## config.mk

```make
export PLATFORM = sky130hd
export DESIGN_NAME = y86_mem_bridge_flat
export DESIGN_NICKNAME = d
export VERILOG_FILES = /design/src/rtl/y86_pkg.sv /design/src/rtl/y86_mem_bridge_if.sv /design/src/rtl/y86_byte_align.sv /design/src/rtl/y86_mem_bridge.sv /design/src/flat_wrapper.sv
export SDC_FILE = /design/constraint.sdc
export NUM_CORES = 1
export LEC_CHECK = 0
export BUFFER_PORTS_ARGS = -buffer_cell sky130_fd_sc_hd__buf_4
export CAP_MARGIN = 20
export CORE_ASPECT_RATIO = 1.75
export CORE_UTILIZATION = 50
export CTS_CLUSTER_SIZE = 24
export DETAILED_ROUTE_END_ITERATION = 6
export PLACE_DENSITY = 0.71
export SYNTH_ARGS = -nofsm -noshare
export SYNTH_HDL_FRONTEND = slang
export SYNTH_SLANG_ARGS = --single-unit
```

## constraint.sdc

```tcl
create_clock -name clk -period 6.2 [get_ports clk]
set_input_delay 0.31 -clock clk [delete_from_list [all_inputs] [get_ports clk]]
set_output_delay 0.31 -clock clk [all_outputs]
set_load 0.05 [all_outputs]
```

## src/rtl/y86_pkg.sv

```systemverilog
// Shared definitions for the Y86 memory bridge.
// Holds the bridge FSM state encoding, the byte-align direction select,
// the word/byte width constants and the read value returned on a timeout.
package y86_pkg;

   localparam int WORD_W  = 32;
   localparam int BYTE_W  = 8;
   localparam int WADDR_W = 30;

   // Read data handed back to the core when a beat never gets mem_ack.
   localparam logic [WORD_W-1:0] TIMEOUT_RDATA = 32'h0000_0000;

   typedef enum logic [1:0] {
      IDLE  = 2'd0,
      BEAT0 = 2'd1,
      BEAT1 = 2'd2,
      DONE  = 2'd3
   } state_t;

   typedef enum logic [1:0] {
      ALIGN_WR_LO = 2'd0,
      ALIGN_WR_HI = 2'd1,
      ALIGN_RD    = 2'd2
   } align_dir_t;

endpackage

```

## src/rtl/y86_mem_bridge_if.sv

```systemverilog
// Word-addressed memory beat bus between the bridge and the memory.
//   mem_addr  : word address of the beat
//   mem_req   : beat request, held until mem_ack
//   mem_we    : beat is a write
//   mem_be    : byte enables
//   mem_wdata : beat write data
//   mem_rdata : beat read data, valid with mem_ack
//   mem_ack   : beat complete
// master = bridge side, slave = memory side.
interface y86_mem_bridge_if;
   import y86_pkg::*;

   logic [WADDR_W-1:0] mem_addr;
   logic               mem_req;
   logic               mem_we;
   logic [3:0]         mem_be;
   logic [WORD_W-1:0]  mem_wdata;
   logic [WORD_W-1:0]  mem_rdata;
   logic               mem_ack;

   modport master (
      output mem_addr, mem_req, mem_we, mem_be, mem_wdata,
      input  mem_rdata, mem_ack
   );

   modport slave (
      input  mem_addr, mem_req, mem_we, mem_be, mem_wdata,
      output mem_rdata, mem_ack
   );
endinterface

```

## src/rtl/y86_byte_align.sv

```systemverilog
// Combinational byte shifter/merger for unaligned accesses.
//   off_i     : byte offset within the word
//   dir_i     : ALIGN_WR_LO = first write beat, ALIGN_WR_HI = second write
//               beat, ALIGN_RD = merge two read beats into the result
//   data_lo_i : write data (write dirs) or first read beat (ALIGN_RD)
//   data_hi_i : second read beat (ALIGN_RD only)
//   data_o    : shifted / merged data
//   be_o      : byte enables for the beat
module y86_byte_align
   import y86_pkg::*;
(
   input  logic [1:0]        off_i,
   input  align_dir_t        dir_i,
   input  logic [WORD_W-1:0] data_lo_i,
   input  logic [WORD_W-1:0] data_hi_i,
   output logic [WORD_W-1:0] data_o,
   output logic [3:0]        be_o
);

   logic [5:0]          sh_lo;
   logic [5:0]          sh_hi;
   logic [2*WORD_W-1:0] pair_sh;

   always_comb begin
      sh_lo   = 6'(BYTE_W) * {4'b0000, off_i};
      // off=0 gives a 32-bit shift, i.e. an empty second beat.
      sh_hi   = 6'(WORD_W) - sh_lo;
      pair_sh = {data_hi_i, data_lo_i} >> sh_lo;
      data_o  = '0;
      be_o    = '0;
      case (dir_i)
         ALIGN_WR_LO: begin
            data_o = data_lo_i << sh_lo;
            be_o   = 4'hF << off_i;
         end
         ALIGN_WR_HI: begin
            data_o = data_lo_i >> sh_hi;
            be_o   = 4'hF >> (3'd4 - {1'b0, off_i});
         end
         ALIGN_RD: begin
            data_o = pair_sh[WORD_W-1:0];
            be_o   = 4'hF;
         end
         default: begin
            data_o = '0;
            be_o   = '0;
         end
      endcase
   end

endmodule

```

## src/rtl/y86_mem_bridge.sv

```systemverilog
// Y86 core to word-memory bridge. Splits a byte-addressed 32-bit access into
// one (aligned) or two (unaligned) word beats, stalls the core meanwhile and
// returns little-endian read data for one cycle in DONE.
//   clk, rst            : clock, synchronous active-low reset
//   cpu_addr/re/we/wdata: core request
//   cpu_rdata           : read result, valid only in DONE
//   cpu_stall           : core freeze
//   bus_err             : sticky error (re+we together, or beat timeout)
//   mem                 : memory beat bus (master side)
//
// state | meaning
// IDLE  | waiting for a request; request is latched and BEAT0 issued
// BEAT0 | first word beat outstanding (word w)
// BEAT1 | second word beat outstanding (word w+1), unaligned only
// DONE  | result presented for one cycle, core released
module y86_mem_bridge
   import y86_pkg::*;
#(
   parameter int unsigned MAX_WAIT = 15
) (
   input  logic               clk,
   input  logic               rst,
   input  logic [WORD_W-1:0]  cpu_addr,
   input  logic               cpu_re,
   input  logic               cpu_we,
   input  logic [WORD_W-1:0]  cpu_wdata,
   output logic [WORD_W-1:0]  cpu_rdata,
   output logic               cpu_stall,
   output logic               bus_err,
   y86_mem_bridge_if.master   mem
);

   localparam logic [7:0] WAIT_LAST = 8'(MAX_WAIT - 1);

   state_t             state_q;
   logic               op_we_q;
   logic [1:0]         off_q;
   logic [WADDR_W-1:0] waddr_q;
   logic [WORD_W-1:0]  wdata_q;
   logic [WORD_W-1:0]  beat0_q;
   logic [7:0]         wait_q;
   logic [WORD_W-1:0]  rdata_q;
   logic               err_q;
   logic               mem_req_q;
   logic               mem_we_q;
   logic [3:0]         mem_be_q;
   logic [WADDR_W-1:0] mem_addr_q;
   logic [WORD_W-1:0]  mem_wdata_q;

   logic               cpu_req;
   logic [WORD_W-1:0]  wr_lo_data;
   logic [3:0]         wr_lo_be;
   logic [WORD_W-1:0]  wr_hi_data;
   logic [3:0]         wr_hi_be;
   logic [WORD_W-1:0]  rd_lo_src;
   logic [WORD_W-1:0]  rd_merge;
   logic [3:0]         rd_be;

   assign cpu_req = cpu_re | cpu_we;

   // First write beat is built straight from the core inputs so BEAT0 can
   // be issued on the same edge the request is latched.
   y86_byte_align u_wr_lo (
      .off_i     (cpu_addr[1:0]),
      .dir_i     (ALIGN_WR_LO),
      .data_lo_i (cpu_wdata),
      .data_hi_i ('0),
      .data_o    (wr_lo_data),
      .be_o      (wr_lo_be)
   );

   y86_byte_align u_wr_hi (
      .off_i     (off_q),
      .dir_i     (ALIGN_WR_HI),
      .data_lo_i (wdata_q),
      .data_hi_i ('0),
      .data_o    (wr_hi_data),
      .be_o      (wr_hi_be)
   );

   // In BEAT0 the only merge ever used is the aligned case (off=0), where
   // the result is the acked word itself.
   assign rd_lo_src = (state_q == BEAT1) ? beat0_q : mem.mem_rdata;

   y86_byte_align u_rd (
      .off_i     (off_q),
      .dir_i     (ALIGN_RD),
      .data_lo_i (rd_lo_src),
      .data_hi_i (mem.mem_rdata),
      .data_o    (rd_merge),
      .be_o      (rd_be)
   );

   always_ff @(posedge clk) begin
      if (!rst) begin
         state_q     <= IDLE;
         op_we_q     <= 1'b0;
         off_q       <= '0;
         waddr_q     <= '0;
         wdata_q     <= '0;
         beat0_q     <= '0;
         wait_q      <= '0;
         rdata_q     <= '0;
         err_q       <= 1'b0;
         mem_req_q   <= 1'b0;
         mem_we_q    <= 1'b0;
         mem_be_q    <= '0;
         mem_addr_q  <= '0;
         mem_wdata_q <= '0;
      end else begin
         case (state_q)
            IDLE: begin
               rdata_q <= '0;
               if (cpu_req) begin
                  op_we_q     <= cpu_we;
                  off_q       <= cpu_addr[1:0];
                  waddr_q     <= cpu_addr[31:2];
                  wdata_q     <= cpu_wdata;
                  wait_q      <= '0;
                  if (cpu_re && cpu_we) err_q <= 1'b1;
                  mem_req_q   <= 1'b1;
                  mem_we_q    <= cpu_we;
                  mem_addr_q  <= cpu_addr[31:2];
                  mem_be_q    <= cpu_we ? wr_lo_be : rd_be;
                  mem_wdata_q <= cpu_we ? wr_lo_data : '0;
                  state_q     <= BEAT0;
               end
            end
            BEAT0, BEAT1: begin
               if (mem.mem_ack) begin
                  if (state_q == BEAT0) beat0_q <= mem.mem_rdata;
                  if (state_q == BEAT0 && off_q != 2'b00) begin
                     state_q     <= BEAT1;
                     wait_q      <= '0;
                     mem_addr_q  <= waddr_q + 30'd1;
                     mem_be_q    <= op_we_q ? wr_hi_be : rd_be;
                     mem_wdata_q <= op_we_q ? wr_hi_data : '0;
                  end else begin
                     state_q     <= DONE;
                     rdata_q     <= op_we_q ? '0 : rd_merge;
                     mem_req_q   <= 1'b0;
                     mem_we_q    <= 1'b0;
                     mem_be_q    <= '0;
                     mem_wdata_q <= '0;
                  end
               end else if (wait_q == WAIT_LAST) begin
                  // Timeout abandons any remaining beat.
                  state_q     <= DONE;
                  err_q       <= 1'b1;
                  rdata_q     <= TIMEOUT_RDATA;
                  mem_req_q   <= 1'b0;
                  mem_we_q    <= 1'b0;
                  mem_be_q    <= '0;
                  mem_wdata_q <= '0;
               end else begin
                  wait_q <= wait_q + 8'd1;
               end
            end
            DONE: begin
               rdata_q <= '0;
               state_q <= IDLE;
            end
            default: state_q <= IDLE;
         endcase
      end
   end

   // Request acceptance stalls the core combinationally; held in reset the
   // bridge accepts nothing, so no stall either.
   assign cpu_stall = rst && ((state_q == IDLE && cpu_req) ||
                              state_q == BEAT0 || state_q == BEAT1);

   assign cpu_rdata     = rdata_q;
   assign bus_err       = err_q;
   assign mem.mem_req   = mem_req_q;
   assign mem.mem_we    = mem_we_q;
   assign mem.mem_be    = mem_be_q;
   assign mem.mem_addr  = mem_addr_q;
   assign mem.mem_wdata = mem_wdata_q;

endmodule
```

## src/flat_wrapper.sv

```systemverilog
// flat-port wrapper written by rule: the top's interface ports become plain ports
module y86_mem_bridge_flat import y86_pkg::*;
#(
   parameter int unsigned MAX_WAIT = 15
)
  (clk, rst, cpu_addr, cpu_re, cpu_we, cpu_wdata, cpu_rdata, cpu_stall, bus_err, mem_mem_addr, mem_mem_req, mem_mem_we, mem_mem_be, mem_mem_wdata, mem_mem_rdata, mem_mem_ack);
  y86_mem_bridge_if mem_i ();
  input  logic clk;
  input  logic rst;
  input  logic [WORD_W-1:0] cpu_addr;
  input  logic cpu_re;
  input  logic cpu_we;
  input  logic [WORD_W-1:0] cpu_wdata;
  output logic [WORD_W-1:0] cpu_rdata;
  output logic cpu_stall;
  output logic bus_err;
  output wire logic [$bits(mem_i.mem_addr)-1:0] mem_mem_addr;
  output wire logic [$bits(mem_i.mem_req)-1:0] mem_mem_req;
  output wire logic [$bits(mem_i.mem_we)-1:0] mem_mem_we;
  output wire logic [$bits(mem_i.mem_be)-1:0] mem_mem_be;
  output wire logic [$bits(mem_i.mem_wdata)-1:0] mem_mem_wdata;
  input wire logic [$bits(mem_i.mem_rdata)-1:0] mem_mem_rdata;
  input wire logic [$bits(mem_i.mem_ack)-1:0] mem_mem_ack;
  assign mem_mem_addr = mem_i.mem_addr;
  assign mem_mem_req = mem_i.mem_req;
  assign mem_mem_we = mem_i.mem_we;
  assign mem_mem_be = mem_i.mem_be;
  assign mem_mem_wdata = mem_i.mem_wdata;
  assign mem_i.mem_rdata = mem_mem_rdata;
  assign mem_i.mem_ack = mem_mem_ack;
  y86_mem_bridge #(.MAX_WAIT(MAX_WAIT)) u_core (.clk(clk), .rst(rst), .cpu_addr(cpu_addr), .cpu_re(cpu_re), .cpu_we(cpu_we), .cpu_wdata(cpu_wdata), .cpu_rdata(cpu_rdata), .cpu_stall(cpu_stall), .bus_err(bus_err), .mem(mem_i));
endmodule
```

==> out/results.ini, run 1 <==
[status]
status = finished clean

[worst_setup_path]
cp.depth = 7
crit_required_ns = 6.62
worstReg2RegEnd = u_core.mem.mem_wdata[25]
path_delay_family = simple AND/OR/NAND/NOR gates
endpoint_kind = flip-flop
slowest_stage = ha_1
worst-path-max-fanout = 37
r2r-start = u_core.off_q[0]
r2r_slack_ns = 2.27
reg2reg_depth = 7
critPathLaunchType = flip-flop
path_buf_inv = 1
slowest_delay_ns = 1.00
worst-setup-path-type = flip-flop to flip-flop
worstPathCellList = clkinv_1 > ha_1 > nor2_1 > nor4b_4 > and2_1 > a22oi_1 > a21oi_1
critPathArrivalTime_ns = 4.35

[floorplan]
chipHeight_um = 196.0
num_rows = 70
start_util = 0.5114
die_area_mm2 = 0.02211
core_area_mm2 = 0.02102
io_pins = 203
die_x_um = 112.8

[pwr]
power_density_mw_per_mm2 = 488.3
power_w = 0.006258
peakVddDrop_mv = 0.4245
leakagePower_nw = 5.119

[synth]
synth_area_leader_cell = dfxtp_1
synth.top_cells.by_area = dfxtp_1 39%, nand2_1 10%, mux2i_1 7.4%
yosysMostFrequentCell = nand2_1
avgSynthCellArea_um2 = 8.237
syn_inst = 1305
yosys_warnings = 0
synth_area_mm2 = 0.01075
ys_ff_latch = 208
synthTopCellsByCount = 297 x nand2_1, 208 x dfxtp_1, 151 x a21oi_1
synth_cell_type_count = 60
synth_top_cell_area_share = 0.3874
async_reset_ff_frac = 0
syn_nets = 1417
synth_edf_count = 0
seq_area_frac_synth = 0.3874
ys.flop_type = dfxtp_1

[sta]
min_period_over_period = 0.6335
timing.final.crit_period_ns = 3.927
maxSlewHeadroom = 0.2787
setup_tns_ns = 0
setup_viol_count_final = 0
fin_skew_ns = 0.007118
worst_pin_slew_ns = 1.082
max_freq_mhz = 254.6
hold_violations = 0
rsz0062_at_grt = no
maxSlewViolCount = 0

[clocking]
path_clk_slew_ns = 0.07
cts_hold_buf = 0
cts_buffer_depth = 3
clkSinkCount = 208
cts_tree = built
root_buffer = clkbuf_16
cts_resized = 0
numCtsBuffers = 20
htreeDepth = 1
insertion_delay_ns = 0.49
cts_setup_buffers = 0

[run]
max_cap_viol_count = 0

[final_layout]
fin_cells = 1691
layout.nets = 1543
fill_cells = 1938
drive_gt1_frac = 0.2106
area_growth_pct = 19.23
final_area_mm2 = 0.01282
num_antenna_cells = 0

[grt]
grt.overflow.total = 0
antenna_found_initial = 0
grt_first_pass_wirelength_um = 49470
grt_max_degree = 94
grt.total_usage = 0.2763
grt_pass1_vias = 9663

[min_path]
holdCritStartpoint = cpu_addr[18]
worstHoldPathType = primary input to flip-flop
min_to = u_core.waddr_q[16]
hold_depth = 3

[placed_design]
hpwl_um = 21140
portBuffers = 202
routabilityCongestion = 0.8743
place_area_mm2 = 0.01223
dp.cells = 1661

[drt]
first_pass_iters = 7
drc = 0
totalWireLength_um = 30710
drt_iter0_markers = 604
wl_per_cell_um = 18.16
avgViaCountPerCell = 5.925
final_antenna_net_count = 0
vias = 10020

-- registers in the layout, indices dropped and copies added (netlist names) --
register              count
u_core.beat0_q           32
u_core.bus_err            1
u_core.cpu_rdata         32
u_core.mem.mem_addr      30
u_core.mem.mem_be         4
u_core.mem.mem_req        1
u_core.mem.mem_wdata     32
u_core.mem.mem_we         1
u_core.off_q              2
u_core.op_we_q            1
u_core.state_q            2
u_core.waddr_q           30
u_core.wait_q             8
u_core.wdata_q           32
-- worst min-delay path, stage by stage --
cell	delay, ns
buf_4	0.11
nand2_1	0.05
a21oi_1	0.05
-- cells in the final DEF (no fill, tap or decap), types with 6 or more instances in the layout --
cell type	count
dfxtp_1	207
ha_1	11
nand4_1	10
a21oi_1	151
xor2_1	13
and3_1	16
buf_4	212
and4_1	6
mux2i_1	79
a32oi_1	8
xnor2_1	18
or3_1	6
nor2_1	81
mux2_2	16
o21ai_0	72
o21ai_1	7
clkbuf_16	21
mux4_2	24
a221oi_1	6
nand2_1	297
a22oi_1	32
a211oi_1	31
o22ai_1	16
nand3_1	20
inv_1	8
-- worst max-delay path by stage --
stage | from | endpoint | slack [ns]
after CTS | u_core.off_q[0] | u_core.mem.mem_wdata[25] | 2.27
final | u_core.off_q[0] | u_core.mem.mem_wdata[25] | 2.27
after global routing | u_core.off_q[0] | u_core.mem.mem_wdata[26] | 1.91
after detailed placement | u_core.off_q[0] | u_core.mem.mem_wdata[25] | 2.31
after floorplan | u_core.off_q[0] | u_core.wait_q[7] | 3.56
after global placement | u_core.off_q[0] | u_core.mem.mem_wdata[26] | 2.40
-- area by class of cell --
| class | instances | area, µm² | share of cell area |
|---|---|---|---|
| inverter | 11 | 43.79 | 0.003417 |
| clock buffer | 29 | 585.6 | 0.04569 |
| clock inverter | 1 | 5.005 | 0.0003905 |
| sequential | 208 | 4168 | 0.3252 |
| tap | 252 | 315.3 | 0.02460 |
| multi-input combinational | 978 | 6107 | 0.4765 |
| timing repair buffer | 212 | 1592 | 0.1242 |
-- power breakdown --
part / internal [W] / leakage [nW] / switching, W
clock network: 0.000648 / 0.290 / 0.000506
registers: 0.00169 / 1.70 / 0.000289
logic: 0.00102 / 3.13 / 0.00211
-- per-layer routing --
layer  global-route usage  vias up  routed length (µm)
met5                    0        -                   0
met1               0.3174     4773               11810
met2               0.5059      335               16010
met3              0.04727       66                1867
li1                     -     4846                   -
met4               0.1022        0                1020
-- cell families (layout without fill, tap and decap cells) --
| family | after synthesis | in the layout | synth area share |
|---|---|---|---|
| flip-flops | 208 | 208 | 0.3874 |
| AO/OA/AOI/OAI | 342 | 342 | 0.1878 |
| multiplexers | 119 | 119 | 0.1406 |
| XOR/XNOR | 31 | 31 | 0.02526 |
| buffers and inverters | 119 | 253 | 0.04609 |
| AND/OR/NAND/NOR | 475 | 475 | 0.2001 |
| adder cells (fa/ha/maj) | 11 | 11 | 0.01280 |
-- stage by stage --
stage            util  worst slack, ns  hold slack, ns
4_1_cts        0.6097            2.273         0.05721
6_report       0.6097            2.273         0.06881
3_3_place_gp   0.5816            2.397          0.4364
5_1_grt        0.6097            1.913         0.06621
2_1_floorplan       -            3.565          0.4331
3_5_place_dp   0.5816            2.307          0.4422
(Power assumes the default switching activity.)
==> inputs of run 2 (changes only) <==
- clock period: 6.2 -> 4.1 ns (I/O delays scaled with it)
==> out/results.ini, run 2 (same netlist as run 1, synthesis figures left out) <==
[status]
status = finished clean

[clocking]
htreeDepth = 1  ; unchanged
path_clk_slew_ns = 0.07  ; about the same
cts_buffer_depth = 3  ; unchanged
numCtsBuffers = 20  ; unchanged
cts_tree = built
cts_setup_buffers = 0  ; unchanged
cts_hold_buf = 94  ; +94
cts_resized = 0  ; unchanged
clkSinkCount = 208  ; unchanged
root_buffer = clkbuf_16
insertion_delay_ns = 0.51  ; +0.02 ns

[drt]
drt_iter0_markers = 587  ; -2.8%
final_antenna_net_count = 0  ; unchanged
first_pass_iters = 7  ; unchanged
wl_per_cell_um = 17.50  ; -3.6%
totalWireLength_um = 31390  ; +2.2%
vias = 10330  ; +3.1%
drc = 0  ; unchanged
avgViaCountPerCell = 5.756  ; -2.9%

[worst_setup_path]
endpoint_kind = flip-flop
r2r-start = u_core.state_q[1]
cp-startpoint = u_core.state_q[1]
crit_path_frequent_cell = nand2_1
worst-setup-path-type = flip-flop to flip-flop
worstPathCellList = inv_1 > ha_1 > buf_4 > nand2_1 > nor3b_2 > nand2_1 > o21ai_0
slowest_delay_ns = 0.61  ; -0.39 ns
crit_required_ns = 4.51  ; -2.11 ns
critPathLaunchType = flip-flop
path_delay_family = simple AND/OR/NAND/NOR gates
critPathArrivalTime_ns = 3.32  ; -1.03 ns
slowest_stage = nand2_1
worst-path-max-fanout = 45  ; +22%
path_buf_inv = 2  ; +1

[pwr]
power_frac_seq = 0.301  ; -0.015
leakagePower_nw = 5.593  ; +9.2%
combPwrFrac = 0.490  ; -0.009
swShare = 0.4500  ; -0.01413
p_int_w = 0.005408  ; +61%
p_clk_frac = 0.208  ; +0.024
peakVddDrop_mv = 0.5086  ; +20%
power_density_mw_per_mm2 = 706.2  ; +45%
p_sw_w = 0.004424  ; +52%
power_w = 0.009832  ; +57%

[floorplan]
die_x_um = 112.8  ; unchanged
num_rows = 70  ; unchanged
die_area_mm2 = 0.02211  ; unchanged
core_area_mm2 = 0.02102  ; unchanged
start_util = 0.5114  ; unchanged
io_pins = 203  ; unchanged
chipHeight_um = 196.0  ; unchanged

[final_layout]
num_antenna_cells = 0  ; unchanged
area_growth_pct = 29.53
layout.nets = 1641  ; +6.4%
fin_util = 0.6624  ; +0.05268
mostFrequentLayoutCell = nand2_1
multiInputGateArea_mm2 = 0.006107  ; unchanged
fill_cells = 1769  ; -8.7%
layout_common_cells = 297 x nand2_1, 215 x buf_4, 207 x dfxtp_1
drive_gt1_frac = 0.2017  ; -0.008877
seq_area_mm2 = 0.004168  ; unchanged

[sta]
setup_tns_ns = 0  ; unchanged
min_period_over_period = 0.7107  ; +0.07729
hold_violations = 0  ; unchanged
setup_viol_count_final = 0  ; unchanged
fin_skew_ns = 0.02164  ; +0.01452 ns
rsz0062_at_grt = no
maxSlewViolCount = 0  ; unchanged
maxSlewHeadroom = 0.3002  ; +0.02147
max_freq_mhz = 343.2  ; +35%
timing.final.crit_period_ns = 2.914  ; -1.013 ns
worst_pin_slew_ns = 1.050  ; -0.03220 ns

[placed_design]
portBuffers = 202  ; unchanged
routabilityCongestion = 0.8723  ; -0.23%
hpwl_um = 20830  ; -1.5%

[run]
max_cap_viol_count = 0  ; unchanged

[grt]
antenna_found_initial = 0  ; unchanged
grt.overflow.total = 0  ; unchanged
grt_use_met3 = 0.04819  ; +0.0009268
use_met1 = 0.3224  ; +0.004949
grtUsageMet2 = 0.5078  ; +0.001829
grt_first_pass_wirelength_um = 50670  ; +2.4%
grt_max_degree = 87  ; -7.4%
grt.total_usage = 0.2831  ; +0.006779
grt_pass1_vias = 10080  ; +4.3%
grt.busiest_layer = met2

[min_path]
holdCritStartpoint = cpu_we
worstHoldPathType = primary input to flip-flop

==> run 2: cell type report <==
type                    count  share of cell area
flip-flops and latches    208              0.2993
multi-input cells         978              0.4386
inverters                  11            0.003145
clock inverters             5            0.008986
repair buffers            310              0.1849
well taps                 252             0.02265
clock buffers              30             0.04233
==> run 2: final timing paths <==
kind         depth (start not counted)  slack (ns)                    to
max reg2reg                          7        1.19   u_core.cpu_rdata[3]
max                                  7        1.19   u_core.cpu_rdata[3]
min reg2reg                          2        0.45  u_core.cpu_rdata[12]
min                                  3        0.04        u_core.op_we_q
==> run 2: power by group through the flow <==
stage          sequential, W  combinational, W  clock [W]
2_1_floorplan        0.00403           0.00239          0
3_3_place_gp         0.00299           0.00467          0
3_5_place_dp         0.00300           0.00473          0
4_1_cts              0.00296           0.00483    0.00207
5_1_grt              0.00303           0.00522    0.00215
6_report             0.00296           0.00482    0.00205
==> run 2: metal layers <==
metal	vias up	routed length (µm)
met4	0	1282
met3	81	1844
met5	-	0
li1	5049	-
met2	331	15880
met1	4865	12380
==> run 2: worst min-delay path: stages <==
cell	delay [ns]
buf_4	0.16
nand2_1	0.07
a21oi_1	0.06
==> run 2: per-stage QoR <==
stage	hold WS [ns]	cells	setup slack, ns	area [µm²]
after floorplan	0.3410	1305	1.465	10750
after global placement	0.4376	1665	1.366	12270
after detailed placement	0.4438	1665	1.213	12270
after CTS	0.03121	1794	1.192	13920
after global routing	0.04777	1794	0.8875	13920
final	0.04440	1794	1.186	13920
==> inputs of run 3 (changes only) <==
- PLACE_DENSITY: 0.71 -> 0.74
- clock period: 4.1 -> 2.3 ns (I/O delays scaled with it)
==> out/results.ini, run 3 (same netlist as run 1, synthesis figures left out) <==
[worst_setup_path]
worst-setup-path-type = flip-flop to flip-flop
critPathLaunchType = flip-flop
critPathArrivalTime_ns = 2.53  ; -0.79 ns
worst-path-max-fanout = 37  ; -18%
worstPathCellList = inv_1 > ha_2 > nand2b_1 > a31oi_1 > nor3_4 > clkbuf_16 > o21ai_0 > a21oi_1
path_delay_family = compound AO/OA/AOI/OAI gates
slowest_delay_ns = 0.42  ; -0.19 ns
cp.depth = 8  ; +1
path_buf_inv = 2  ; unchanged
worstReg2RegEnd = u_core.mem.mem_wdata[29]
endpoint_kind = flip-flop
slowest_stage = ha_2
r2r-start = u_core.state_q[0]
crit_required_ns = 2.67  ; -1.84 ns
r2r_slack_ns = 0.14  ; -1.04 ns
reg2reg_depth = 8  ; +1

[final_layout]
layout_common_cells = 297 x nand2_1, 227 x buf_4, 207 x dfxtp_1
fin_util = 0.6760  ; +0.01363
layout.nets = 1667  ; +1.6%
area_growth_pct = 32.20
mostFrequentLayoutCell = nand2_1
fill_cells = 1660  ; -6.2%
num_antenna_cells = 0  ; unchanged
drive_gt1_frac = 0.2167  ; +0.01501

[floorplan]
io_pins = 203  ; unchanged
num_rows = 70  ; unchanged
core_area_mm2 = 0.02102  ; unchanged
die_area_mm2 = 0.02211  ; unchanged
chipHeight_um = 196.0  ; unchanged
start_util = 0.5114  ; unchanged
die_x_um = 112.8  ; unchanged

[drt]
first_pass_iters = 5  ; -2
vias = 10700  ; +3.7%
drc = 0  ; unchanged
avgViaCountPerCell = 5.878  ; +2.1%
wl_per_cell_um = 17.97  ; +2.7%
totalWireLength_um = 32720  ; +4.2%
drt_iter0_markers = 797  ; +36%
final_antenna_net_count = 0  ; unchanged

[sta]
setup_viol_count_final = 0  ; unchanged
min_period_over_period = 0.9373  ; +0.2266
worst_pin_slew_ns = 0.8429  ; -0.2069 ns
timing.final.crit_period_ns = 2.156  ; -0.7582 ns
fin_skew_ns = 0.006864  ; -0.01477 ns
maxSlewViolCount = 0  ; unchanged
hold_violations = 0  ; unchanged
hold_slack_ns = 0.02664  ; -0.01776 ns
max_freq_mhz = 463.9  ; +35%
maxSlewHeadroom = 0.4380  ; +0.1379

[min_path]
min_to = u_core.off_q[1]
holdCritStartpoint = cpu_addr[1]
worstHoldPathType = primary input to flip-flop
hold_depth = 3  ; unchanged

[clocking]
cts_tree = built
numCtsBuffers = 21  ; +5.0%
insertion_delay_ns = 0.50  ; about the same
path_clk_slew_ns = 0.07  ; about the same
htreeDepth = 1  ; unchanged
cts_buffer_depth = 3  ; unchanged
root_buffer = clkbuf_16
clkSinkCount = 208  ; unchanged

[grt]
grt.total_usage = 0.2863  ; +0.003233
grt_first_pass_wirelength_um = 51630  ; +1.9%
grt_pass1_vias = 10440  ; +3.5%
grt.overflow.total = 0  ; unchanged
grt_max_degree = 76  ; -13%
antenna_found_initial = 0  ; unchanged

[run]
max_cap_viol_count = 0  ; unchanged

[pwr]
combPwrFrac = 0.518  ; +0.028
power_density_mw_per_mm2 = 1262  ; +79%
p_sw_w = 0.008136  ; +84%
swShare = 0.4539  ; +0.003853
power_w = 0.01793  ; +82%
leakagePower_nw = 5.744  ; +2.7%
p_clk_frac = 0.187  ; -0.021
p_int_w = 0.009790  ; +81%
peakVddDrop_mv = 0.8894  ; +75%
power_frac_seq = 0.295  ; -0.006

[status]
status = finished clean

[placed_design]
hpwl_um = 21330  ; +2.4%
portBuffers = 202  ; unchanged
routabilityCongestion = 0.8917  ; +2.2%

-- run 3: cell count changes in the layout (fill, tap and decap cells not counted), sizes merged --
cell and change:
o21ai +1, dlygate4sd3 +1, buf +22, clkbuf +1, clkinv +5, bufinv -3
-- run 3: how the worst max path moves through the flow --
stage / from / end / slack (ns)
final: u_core.state_q[0] / u_core.mem.mem_wdata[29] / 0.14
after global routing: u_core.state_q[0] / u_core.wait_q[7] / -0.003
after CTS: u_core.state_q[0] / u_core.cpu_rdata[4] / 0.03
after detailed placement: u_core.state_q[0] / u_core.cpu_rdata[3] / 0.01
after global placement: u_core.state_q[0] / u_core.cpu_rdata[25] / 0.17
after floorplan: u_core.off_q[0] / u_core.wait_q[7] / 0.005
-- run 3: per-stage QoR --
stage               worst slack, ns  area (µm²)  std cells  setup TNS, ns
floorplan                  0.004720       10760       1305              0
global placement             0.1746       12540       1685              0
detailed placement          0.01483       12540       1685              0
CTS                         0.03060       14150       1817              0
global route              -0.002560       14210       1821      -0.002560
finish                       0.1441       14210       1821              0
-- run 3: final cells by class --
type,count,area [µm²],share of cell area
multi-input cells,979,6131,0.4315
flip-flops and latches,208,4168,0.2933
repair buffers,334,2892,0.2035
clock buffers,30,599.3,0.04218
well taps,252,315.3,0.02219
clock inverters,7,60.06,0.004226
inverters,11,45.04,0.003170
-- run 3: layer usage --
metal / up-vias / GRT usage / share of wire
met1: 5054 / 0.3271 / 0.38
li1: 5110 / - / -
met4: 0 / 0.1452 / 0.046
met3: 98 / 0.04665 / 0.064
met5: - / 0 / 0
met2: 442 / 0.5101 / 0.51
-- run 3: power by group through the flow --
stage / clock network [W] / logic [W] / registers [W]
floorplan: 0 / 0.00427 / 0.00718
global placement: 0 / 0.00881 / 0.00530
detailed placement: 0 / 0.00892 / 0.00533
CTS: 0.00341 / 0.00909 / 0.00526
global route: 0.00354 / 0.00991 / 0.00539
finish: 0.00336 / 0.00928 / 0.00529
-- run 3: what timing repair did --
| item | in CTS | in global routing |
|---|---|---|
| endpoints found under the setup margin | 0 | 44 |
| hold buffers | 95 | 0 |
| resized for setup | 0 | 4 |
| setup buffers | 0 | 2 |
| hold endpoints to repair | 104 | 0 |
-- run 3: worst reg2reg max path: stages, from the launching register on --
cell,delay [ns]
dfxtp_1,0.40
inv_1,0.10
ha_2,0.42
nand2b_1,0.13
a31oi_1,0.34
nor3_4,0.11
clkbuf_16,0.26
o21ai_0,0.23
a21oi_1,0.06
